[src/rtl/multicycle_control_fsm_if.sv]
// Controller <-> datapath/memory bundle for the multicycle RV32I core.
// master: controller (decode fields, Zero, MemReady in; controls out); slave: datapath.
interface multicycle_control_fsm_if #(
   parameter int STATE_W = 4
);
   logic [6:0]         op;
   logic [2:0]         funct3;
   logic               funct7b5;
   logic               Zero;
   logic               MemReady;
   logic               PCWrite;
   logic               AdrSrc;
   logic               MemWrite;
   logic               IRWrite;
   logic               RegWrite;
   logic [1:0]         ResultSrc;
   logic [1:0]         ALUSrcA;
   logic [1:0]         ALUSrcB;
   logic [2:0]         ALUControl;
   logic [1:0]         ImmSrc;
   logic               IllegalInstr;
   logic [STATE_W-1:0] StateOut;

   modport master (
      input  op, funct3, funct7b5, Zero, MemReady,
      output PCWrite, AdrSrc, MemWrite, IRWrite, RegWrite,
      output ResultSrc, ALUSrcA, ALUSrcB, ALUControl, ImmSrc,
      output IllegalInstr, StateOut
   );

   modport slave (
      output op, funct3, funct7b5, Zero, MemReady,
      input  PCWrite, AdrSrc, MemWrite, IRWrite, RegWrite,
      input  ResultSrc, ALUSrcA, ALUSrcB, ALUControl, ImmSrc,
      input  IllegalInstr, StateOut
   );
endinterface

[src/rtl/multicycle_control_fsm.sv]
// Main multicycle RV32I controller: Moore FSM plus ALU and immediate decoders.
// Ports: clk, rst_n (async active-low), bus (multicycle_control_fsm_if.master).
// Option: define CTRL_ILLEGAL_TRAP_EN to trap unknown opcodes in TRAP.
module multicycle_control_fsm #(
   parameter int STATE_W = 4
) (
   input  logic                     clk,
   input  logic                     rst_n,
   multicycle_control_fsm_if.master bus
);

   localparam logic [6:0] OP_LOAD  = 7'b0000011;
   localparam logic [6:0] OP_STORE = 7'b0100011;
   localparam logic [6:0] OP_R     = 7'b0110011;
   localparam logic [6:0] OP_I     = 7'b0010011;
   localparam logic [6:0] OP_BEQ   = 7'b1100011;
   localparam logic [6:0] OP_JAL   = 7'b1101111;

   typedef enum logic [STATE_W-1:0] {
      FETCH,
      DECODE,
      MEMADR,
      MEMREAD,
      MEMWB,
      MEMWRITE,
      EXECUTER,
      EXECUTEI,
      ALUWB,
      BEQ,
      JAL
`ifdef CTRL_ILLEGAL_TRAP_EN
      , TRAP
`endif
   } state_t;

   state_t     state;
   state_t     next;
   logic       adrsrc;
   logic       memwrite;
   logic       irwrite;
   logic       regwrite;
   logic [1:0] resultsrc;
   logic [1:0] srca;
   logic [1:0] srcb;
   logic [1:0] aluop;
   logic       branch;
   logic       pcupdate;
   logic       illegal;

   always_ff @(posedge clk or negedge rst_n) begin
      if (!rst_n) state <= FETCH;
      else        state <= next;
   end

   always_comb begin
      next      = FETCH;
      adrsrc    = 1'b0;
      memwrite  = 1'b0;
      irwrite   = 1'b0;
      regwrite  = 1'b0;
      resultsrc = 2'b00;
      srca      = 2'b00;
      srcb      = 2'b00;
      aluop     = 2'b00;
      branch    = 1'b0;
      pcupdate  = 1'b0;
      illegal   = 1'b0;
      unique case (state)
         FETCH: begin
            srcb      = 2'b10;
            resultsrc = 2'b10;
            irwrite   = bus.MemReady;
            pcupdate  = bus.MemReady;
            next      = bus.MemReady ? DECODE : FETCH;
         end
         DECODE: begin
            srca = 2'b01;
            srcb = 2'b10;
            unique case (bus.op)
               OP_LOAD, OP_STORE: next = MEMADR;
               OP_R:              next = EXECUTER;
               OP_I:              next = EXECUTEI;
               OP_BEQ:            next = BEQ;
               OP_JAL:            next = JAL;
`ifdef CTRL_ILLEGAL_TRAP_EN
               default:           next = TRAP;
`else
               default:           next = FETCH;
`endif
            endcase
         end
         MEMADR: begin
            srca = 2'b10;
            srcb = 2'b01;
            next = bus.op[5] ? MEMWRITE : MEMREAD;
         end
         MEMREAD: begin
            adrsrc = 1'b1;
            next   = bus.MemReady ? MEMWB : MEMREAD;
         end
         MEMWB: begin
            resultsrc = 2'b01;
            regwrite  = 1'b1;
         end
         MEMWRITE: begin
            adrsrc   = 1'b1;
            memwrite = 1'b1;
            next     = bus.MemReady ? FETCH : MEMWRITE;
         end
         EXECUTER: begin
            srca  = 2'b10;
            aluop = 2'b10;
            next  = ALUWB;
         end
         EXECUTEI: begin
            srca  = 2'b10;
            srcb  = 2'b01;
            aluop = 2'b10;
            next  = ALUWB;
         end
         ALUWB: regwrite = 1'b1;
         BEQ: begin
            srca   = 2'b10;
            aluop  = 2'b01;
            branch = 1'b1;
         end
         JAL: begin
            srca     = 2'b01;
            srcb     = 2'b10;
            pcupdate = 1'b1;
            next     = ALUWB;
         end
`ifdef CTRL_ILLEGAL_TRAP_EN
         TRAP: begin
            illegal = 1'b1;
            next    = TRAP;
         end
`endif
         default: next = FETCH;
      endcase
   end

   // ALU decoder; sub on funct3=000 only for R-type with funct7b5 set
   always_comb begin
      bus.ALUControl = 3'b000;
      unique case (aluop)
         2'b01: bus.ALUControl = 3'b001;
         2'b10: begin
            unique case (bus.funct3)
               3'b000:  bus.ALUControl =
                          (bus.op[5] & bus.funct7b5) ? 3'b001 : 3'b000;
               3'b010:  bus.ALUControl = 3'b101;
               3'b110:  bus.ALUControl = 3'b011;
               3'b111:  bus.ALUControl = 3'b010;
               default: bus.ALUControl = 3'b000;
            endcase
         end
         default: bus.ALUControl = 3'b000;
      endcase
   end

   always_comb begin
      bus.ImmSrc = 2'b00;
      unique case (bus.op)
         OP_STORE: bus.ImmSrc = 2'b01;
         OP_BEQ:   bus.ImmSrc = 2'b10;
         OP_JAL:   bus.ImmSrc = 2'b11;
         default:  bus.ImmSrc = 2'b00;
      endcase
   end

   // strobes are masked while reset is held so MemReady cannot leak through
   assign bus.PCWrite      = rst_n & (pcupdate | (branch & bus.Zero));
   assign bus.IRWrite      = rst_n & irwrite;
   assign bus.RegWrite     = rst_n & regwrite;
   assign bus.MemWrite     = rst_n & memwrite;
   assign bus.IllegalInstr = rst_n & illegal;
   assign bus.AdrSrc       = adrsrc;
   assign bus.ResultSrc    = resultsrc;
   assign bus.ALUSrcA      = srca;
   assign bus.ALUSrcB      = srcb;
   assign bus.StateOut     = state;

endmodule
[src/flat_wrapper.sv]
// flat-port wrapper written by rule: the top's interface ports become plain ports
module multicycle_control_fsm_flat 
#(
   parameter int STATE_W = 4
)
  (clk, rst_n, bus_op, bus_funct3, bus_funct7b5, bus_Zero, bus_MemReady, bus_PCWrite, bus_AdrSrc, bus_MemWrite, bus_IRWrite, bus_RegWrite, bus_ResultSrc, bus_ALUSrcA, bus_ALUSrcB, bus_ALUControl, bus_ImmSrc, bus_IllegalInstr, bus_StateOut);
  multicycle_control_fsm_if #(.STATE_W(STATE_W)) bus_i ();
  input  logic clk;
  input  logic rst_n;
  input wire logic [$bits(bus_i.op)-1:0] bus_op;
  input wire logic [$bits(bus_i.funct3)-1:0] bus_funct3;
  input wire logic [$bits(bus_i.funct7b5)-1:0] bus_funct7b5;
  input wire logic [$bits(bus_i.Zero)-1:0] bus_Zero;
  input wire logic [$bits(bus_i.MemReady)-1:0] bus_MemReady;
  output wire logic [$bits(bus_i.PCWrite)-1:0] bus_PCWrite;
  output wire logic [$bits(bus_i.AdrSrc)-1:0] bus_AdrSrc;
  output wire logic [$bits(bus_i.MemWrite)-1:0] bus_MemWrite;
  output wire logic [$bits(bus_i.IRWrite)-1:0] bus_IRWrite;
  output wire logic [$bits(bus_i.RegWrite)-1:0] bus_RegWrite;
  output wire logic [$bits(bus_i.ResultSrc)-1:0] bus_ResultSrc;
  output wire logic [$bits(bus_i.ALUSrcA)-1:0] bus_ALUSrcA;
  output wire logic [$bits(bus_i.ALUSrcB)-1:0] bus_ALUSrcB;
  output wire logic [$bits(bus_i.ALUControl)-1:0] bus_ALUControl;
  output wire logic [$bits(bus_i.ImmSrc)-1:0] bus_ImmSrc;
  output wire logic [$bits(bus_i.IllegalInstr)-1:0] bus_IllegalInstr;
  output wire logic [$bits(bus_i.StateOut)-1:0] bus_StateOut;
  assign bus_i.op = bus_op;
  assign bus_i.funct3 = bus_funct3;
  assign bus_i.funct7b5 = bus_funct7b5;
  assign bus_i.Zero = bus_Zero;
  assign bus_i.MemReady = bus_MemReady;
  assign bus_PCWrite = bus_i.PCWrite;
  assign bus_AdrSrc = bus_i.AdrSrc;
  assign bus_MemWrite = bus_i.MemWrite;
  assign bus_IRWrite = bus_i.IRWrite;
  assign bus_RegWrite = bus_i.RegWrite;
  assign bus_ResultSrc = bus_i.ResultSrc;
  assign bus_ALUSrcA = bus_i.ALUSrcA;
  assign bus_ALUSrcB = bus_i.ALUSrcB;
  assign bus_ALUControl = bus_i.ALUControl;
  assign bus_ImmSrc = bus_i.ImmSrc;
  assign bus_IllegalInstr = bus_i.IllegalInstr;
  assign bus_StateOut = bus_i.StateOut;
  multicycle_control_fsm #(.STATE_W(STATE_W)) u_core (.clk(clk), .rst_n(rst_n), .bus(bus_i));
endmodule
[config.mk]
export PLATFORM = sky130hd
export DESIGN_NAME = multicycle_control_fsm_flat
export DESIGN_NICKNAME = d
export VERILOG_FILES = /design/src/rtl/multicycle_control_fsm_if.sv /design/src/rtl/multicycle_control_fsm.sv /design/src/flat_wrapper.sv
export SDC_FILE = /design/constraint.sdc
export NUM_CORES = 1
export LEC_CHECK = 0
export ABC_AREA = 1
export ABC_CLOCK_PERIOD_IN_PS = 1200
export CAP_MARGIN = 20
export CELL_PAD_IN_SITES_DETAIL_PLACEMENT = 0
export CELL_PAD_IN_SITES_GLOBAL_PLACEMENT = 2
export CORE_MARGIN = 3
export CORE_UTILIZATION = 24
export DETAILED_ROUTE_END_ITERATION = 16
export DONT_BUFFER_PORTS = 1
export GPL_ROUTABILITY_DRIVEN = 0
export PLACE_DENSITY_LB_ADDON = 0.08
export SYNTH_ARGS = -nofsm -noshare
export SYNTH_HDL_FRONTEND = slang
export SYNTH_SLANG_ARGS = --single-unit
[constraint.sdc]
create_clock -name clk -period 1.2 [get_ports clk]
set_clock_uncertainty 0.05 [all_clocks]
set_input_delay 0.06 -clock clk [delete_from_list [all_inputs] [get_ports clk]]
set_output_delay 0.06 -clock clk [all_outputs]
set_load 0.05 [all_outputs]
Word level (Yosys, flattened, before mapping) --
Cells that the tools add are included.
Word-level totals: output and inout bits 21, register bits 4, word-level logic and storage cells 60, bits of input ports 15
Operators by class: reductions and logical operators 11, bitwise operators 7, muxes and demuxes 20, equality and inequality tests 21
Operators with widths (number):
- 4-bit one-hot mux with 6 select lines | 1
- 4-bit one-hot mux with 5 select lines | 1
- 4-bit by 3-bit == test with 1-bit output, second input constant | 4
- 2-bit one-hot mux with 2 select lines | 4
- 7-bit by 6-bit == test with 1-bit output, second input constant | 2
- 7-bit == test, second input constant | 2
- 4-bit == test, second input constant | 3
- 3-bit one-hot mux with 4 select lines | 1
- 2-bit OR reduction | 6
- 3-bit 2-to-1 mux | 3
- 4-bit by 2-bit == test with 1-bit output, second input constant | 2
- 7-bit by 2-bit == test with 1-bit output, second input constant | 1
- 7-bit by 5-bit == test with 1-bit output, second input constant | 1
- 1-bit 2-to-1 mux | 7
- 1-bit bitwise AND | 6
- 3-bit == test, second input constant | 2
- 2-bit one-hot mux with 3 select lines | 1
- 3-bit one-hot mux with 2 select lines | 1
- 3-bit OR reduction | 2
- 4-bit by 1-bit == test with 1-bit output, second input constant | 1
- 4-bit zero test | 1
- 4-bit OR reduction | 1
- 3-bit by 2-bit == test with 1-bit output, second input constant | 1
- 3-bit zero test | 1
- 4 further kinds | 4

Longest topological paths before layout --
depth in word-level cells 5, mapped depth 8, gate-level depth less buffers 8

Worst setup path before layout --
No wires, ideal clock.
path kind register to output, start point register u_core.state[2], in the netlist u_core.bus.StateOut[2], end point output bus_ALUControl[2], path buffers 0, stages on the path, launching flop included 6, arrival time 2885 ps, data required time 1090 ps, slack -1795 ps, path through dfrtp_1 > inv_1 > nand2_2 > nor2_4 > ha_1 > nor4_1
On the way: cells in the longest elaborated chain, start to end 5, elaborated cells on any way between the ends 8, those cells by class eq/ne: 5; mux: 2; reduce/logical: 1
Ends and longest elaborated chain:
- from (decl) | line multicycle_control_fsm.sv:36 | state_t state;
- from (signal assigned) | line multicycle_control_fsm.sv:52 | else state <= next;
- 4-bit by 3-bit == test with 1-bit output | line multicycle_control_fsm.sv:68 | unique case (state)
- 2-bit OR reduction (no source line)
- 2-bit one-hot mux with 2 select lines * | line multicycle_control_fsm.sv:68
- 2-bit == test or 2-bit by 1-bit == test with 1-bit output (tied branches) | line multicycle_control_fsm.sv:146 | unique case (aluop)
- 3-bit one-hot mux with 2 select lines * | line multicycle_control_fsm.sv:146
- to (decl) | line flat_wrapper.sv:23 | output wire logic [$bits(bus_i.ALUControl)-1:0] bus_ALUControl;
Every way passes the cells marked *; elsewhere a longest branch is shown, timed or not.

Worst setup path in the final report --
start point register u_core.state[3], in the netlist u_core.bus.StateOut[3], end point output bus_ALUControl[2]
Same word-level chain as after synthesis.

==> out/results.txt <==
Via Count -> 786
TritonCTS buffer count -> 3
Worst endpoint required time -> 1.09 ns
Worst r2r src -> u_core.bus.StateOut[3]
GRT Util Overall -> 0.146
Total grt overflow -> 0
Commonest non-fill, non-tap cell in the layout -> buf_4
Clk_lat worst skew -> 0.24 ns
Area of the core -> 2230 um^2
Post-synthesis area per instance -> 5.49 um^2
YS warnings -> 0
Mapped Nets -> 121
Post-synthesis compound-gate area fraction -> 0.0592
Setup repair after global routing missed its margin -> yes
CP max FO -> 3
Number of global-route vias before repair -> 786
WHS -> 0.00286 ns
Setup CP Type -> flop to output pin
Number of vias per cell -> 4.32
CTS tree -> done
Register area share after synthesis -> 0.175
Post-Syn Instances -> 104
Maximum number of pins on one net before global-route repair -> 6
Min setup slack post-route -> -0.625 ns
Critical Path Start -> u_core.bus.StateOut[3]
#FFs+latches synth -> 4
Routed Antenna Nets -> 0
Number of remaining DRC errors -> 0
Die Width -> 54.8 um
Largest family of logic cells by synthesized area -> simple AND/OR/NAND/NOR gates
Crit path arrival time -> 1.72 ns
Multiplexer share of the synthesized area -> 0
Hold Crit Class -> input port to flop
Final Hold Viols -> 0
Clock slew at reported path FFs -> 0.04 ns
I/O pin total -> 36
Antenna violations before repair -> 0
Fmax -> 0.548 GHz
Final TNS setup -> -8.28 ns
Top cell type's share of synthesized area -> 0.204
Die area -> 3000 um^2
Peak VDD IR -> 0.690 mV
Max Root-Sink Buffers -> 2
Most frequent cells in the layout -> 31 x buf_4, 22 x nand2_1, 13 x inv_1
Clock Sinks -> 4
Wire per inst -> 11.0 um
Mapped Area -> 571 um^2
Number of detailed-route iterations in the first pass -> 4
CP Capture Type -> output pin
Root Driver -> clkbuf_4
H-tree depth -> 1
Post-layout min period -> 1.83 ns
PortBufs -> 0
Post-synthesis simple-gate area fraction -> 0.544
Failing checks -> negative setup slack
Fin cells -> 182
Vert. Die Dim -> 54.8 um
Distinct cells, synth -> 20
NumNets Final -> 173
Max FFs per register -> 4
Total power -> 849 uW
Site Rows -> 17
Placed Cells -> 164
Dpl ws -> -0.419 ns
Pwr/cell area -> 626 nW/um^2
WL final -> 2000 um
Final Setup Violations -> 18
Leakage dissipation -> 0.000674 uW
Ant diodes -> 0
Max Transition Viols Final -> 0
First-pass GRT wire length -> 3170 um
Synth area leader -> nand2_1
Starting density of the core -> 0.255
CP Launch Type -> flop
Area contributors post-synth -> nand2_1 20%, dfrtp_1 18%, inv_1 14%
Synthesis-to-layout area growth -> 138%
Hold Path Origin -> bus_MemReady
Post-synthesis xor/xnor area fraction -> 0
Detailed Place HPWL -> 1590 um
Post-synthesis adder-cell area fraction -> 0.0439
Run status -> finished, violations left
Layout cell share with drive strength beyond 1 -> 0.623
Maximum Capacitance Violations -> 0
Detailed Route Iter0 Violations -> 6
Fin crit share -> 1.52
## worst paths after layout
kind	endpoint	slack, ns	cells past startpoint
max reg2reg	u_core.bus.StateOut[1]	-0.44	10
max	bus_ALUControl[2]	-0.63	7
min reg2reg	u_core.bus.StateOut[3]	0.74	5
min	u_core.bus.StateOut[2]	0.003	4
max in group asynchronous	u_core.bus.StateOut[3]	0.86	1
min in group asynchronous	u_core.bus.StateOut[3]	0.05	1
## per-stage QoR
| step | util | cell area [um^2] |
|---|---|---|
| 6_report | 0.607 | 1360 |
| 3_3_place_gp | 0.471 | 1050 |
| 2_1_floorplan | - | 713 |
| 5_1_grt | 0.607 | 1360 |
| 3_5_place_dp | 0.471 | 1050 |
| 4_1_cts | 0.562 | 1260 |
## cells in the mapped netlist, drive strengths merged
master  number
nand2       35
inv         24
nor2        17
nand3       12
dfrtp        4
o21ai        3
ha           2
a211oi       1
a21oi        1
a31oi        1
buf          1
conb         1
nand4        1
nor4         1
## critical path, cell delays in order, from the launching register on
cell	delay [ns]
dfrtp_4	0.50
inv_4	0.07
nand2_4	0.05
nor2_4	0.10
inv_2	0.06
ha_4	0.22
nor4_4	0.30
buf_12	0.18
## layout make-up
cell class | count | area [um^2]
fill | 196 | 877
multi-input combinational | 75 | 616
timing repair buffer | 48 | 463
inverter | 24 | 113
sequential | 4 | 108
tap | 28 | 35.0
clock buffer | 3 | 22.5
## cell families (layout without fill, tap and decap cells)
| group | count (synthesis) | in the layout |
|---|---|---|
| AND/OR/NAND/NOR | 66 | 66 |
| buffers and inverters | 25 | 75 |
| AO/OA/AOI/OAI | 6 | 6 |
| flip-flops | 4 | 4 |
| adder cells (fa/ha/maj) | 2 | 2 |
| other | 1 | 1 |
## report_power, final
group / total (uW) / leakage (uW) / internal [uW] / switching [uW]
registers: 155 / 0.0000477 / 146 / 9.41
clock network: 175 / 0.0000138 / 112 / 62.6
logic: 519 / 0.000613 / 186 / 333
total: 849 / 0.000674 / 444 / 405
## layer usage
metal	routed length [um]	share of wire	vias to the layer above	track usage
met5	0	0	-	0
met4	0	0	0	0
met3	118	0.059	0	0.0572
met2	1040	0.52	16	0.246
met1	849	0.42	354	0.185
li1	-	-	416	-
## what timing repair did
action | CTS | global route
hold buffers | 4 | 0
hold endpoints to repair | 6 | 0
endpoints found under the setup margin | 18 | 18
gates resized for setup | 23 | 14
buffers inserted | 8 | 4
pin swaps | 12 | 6
Power figures use the tool's default switching activity.
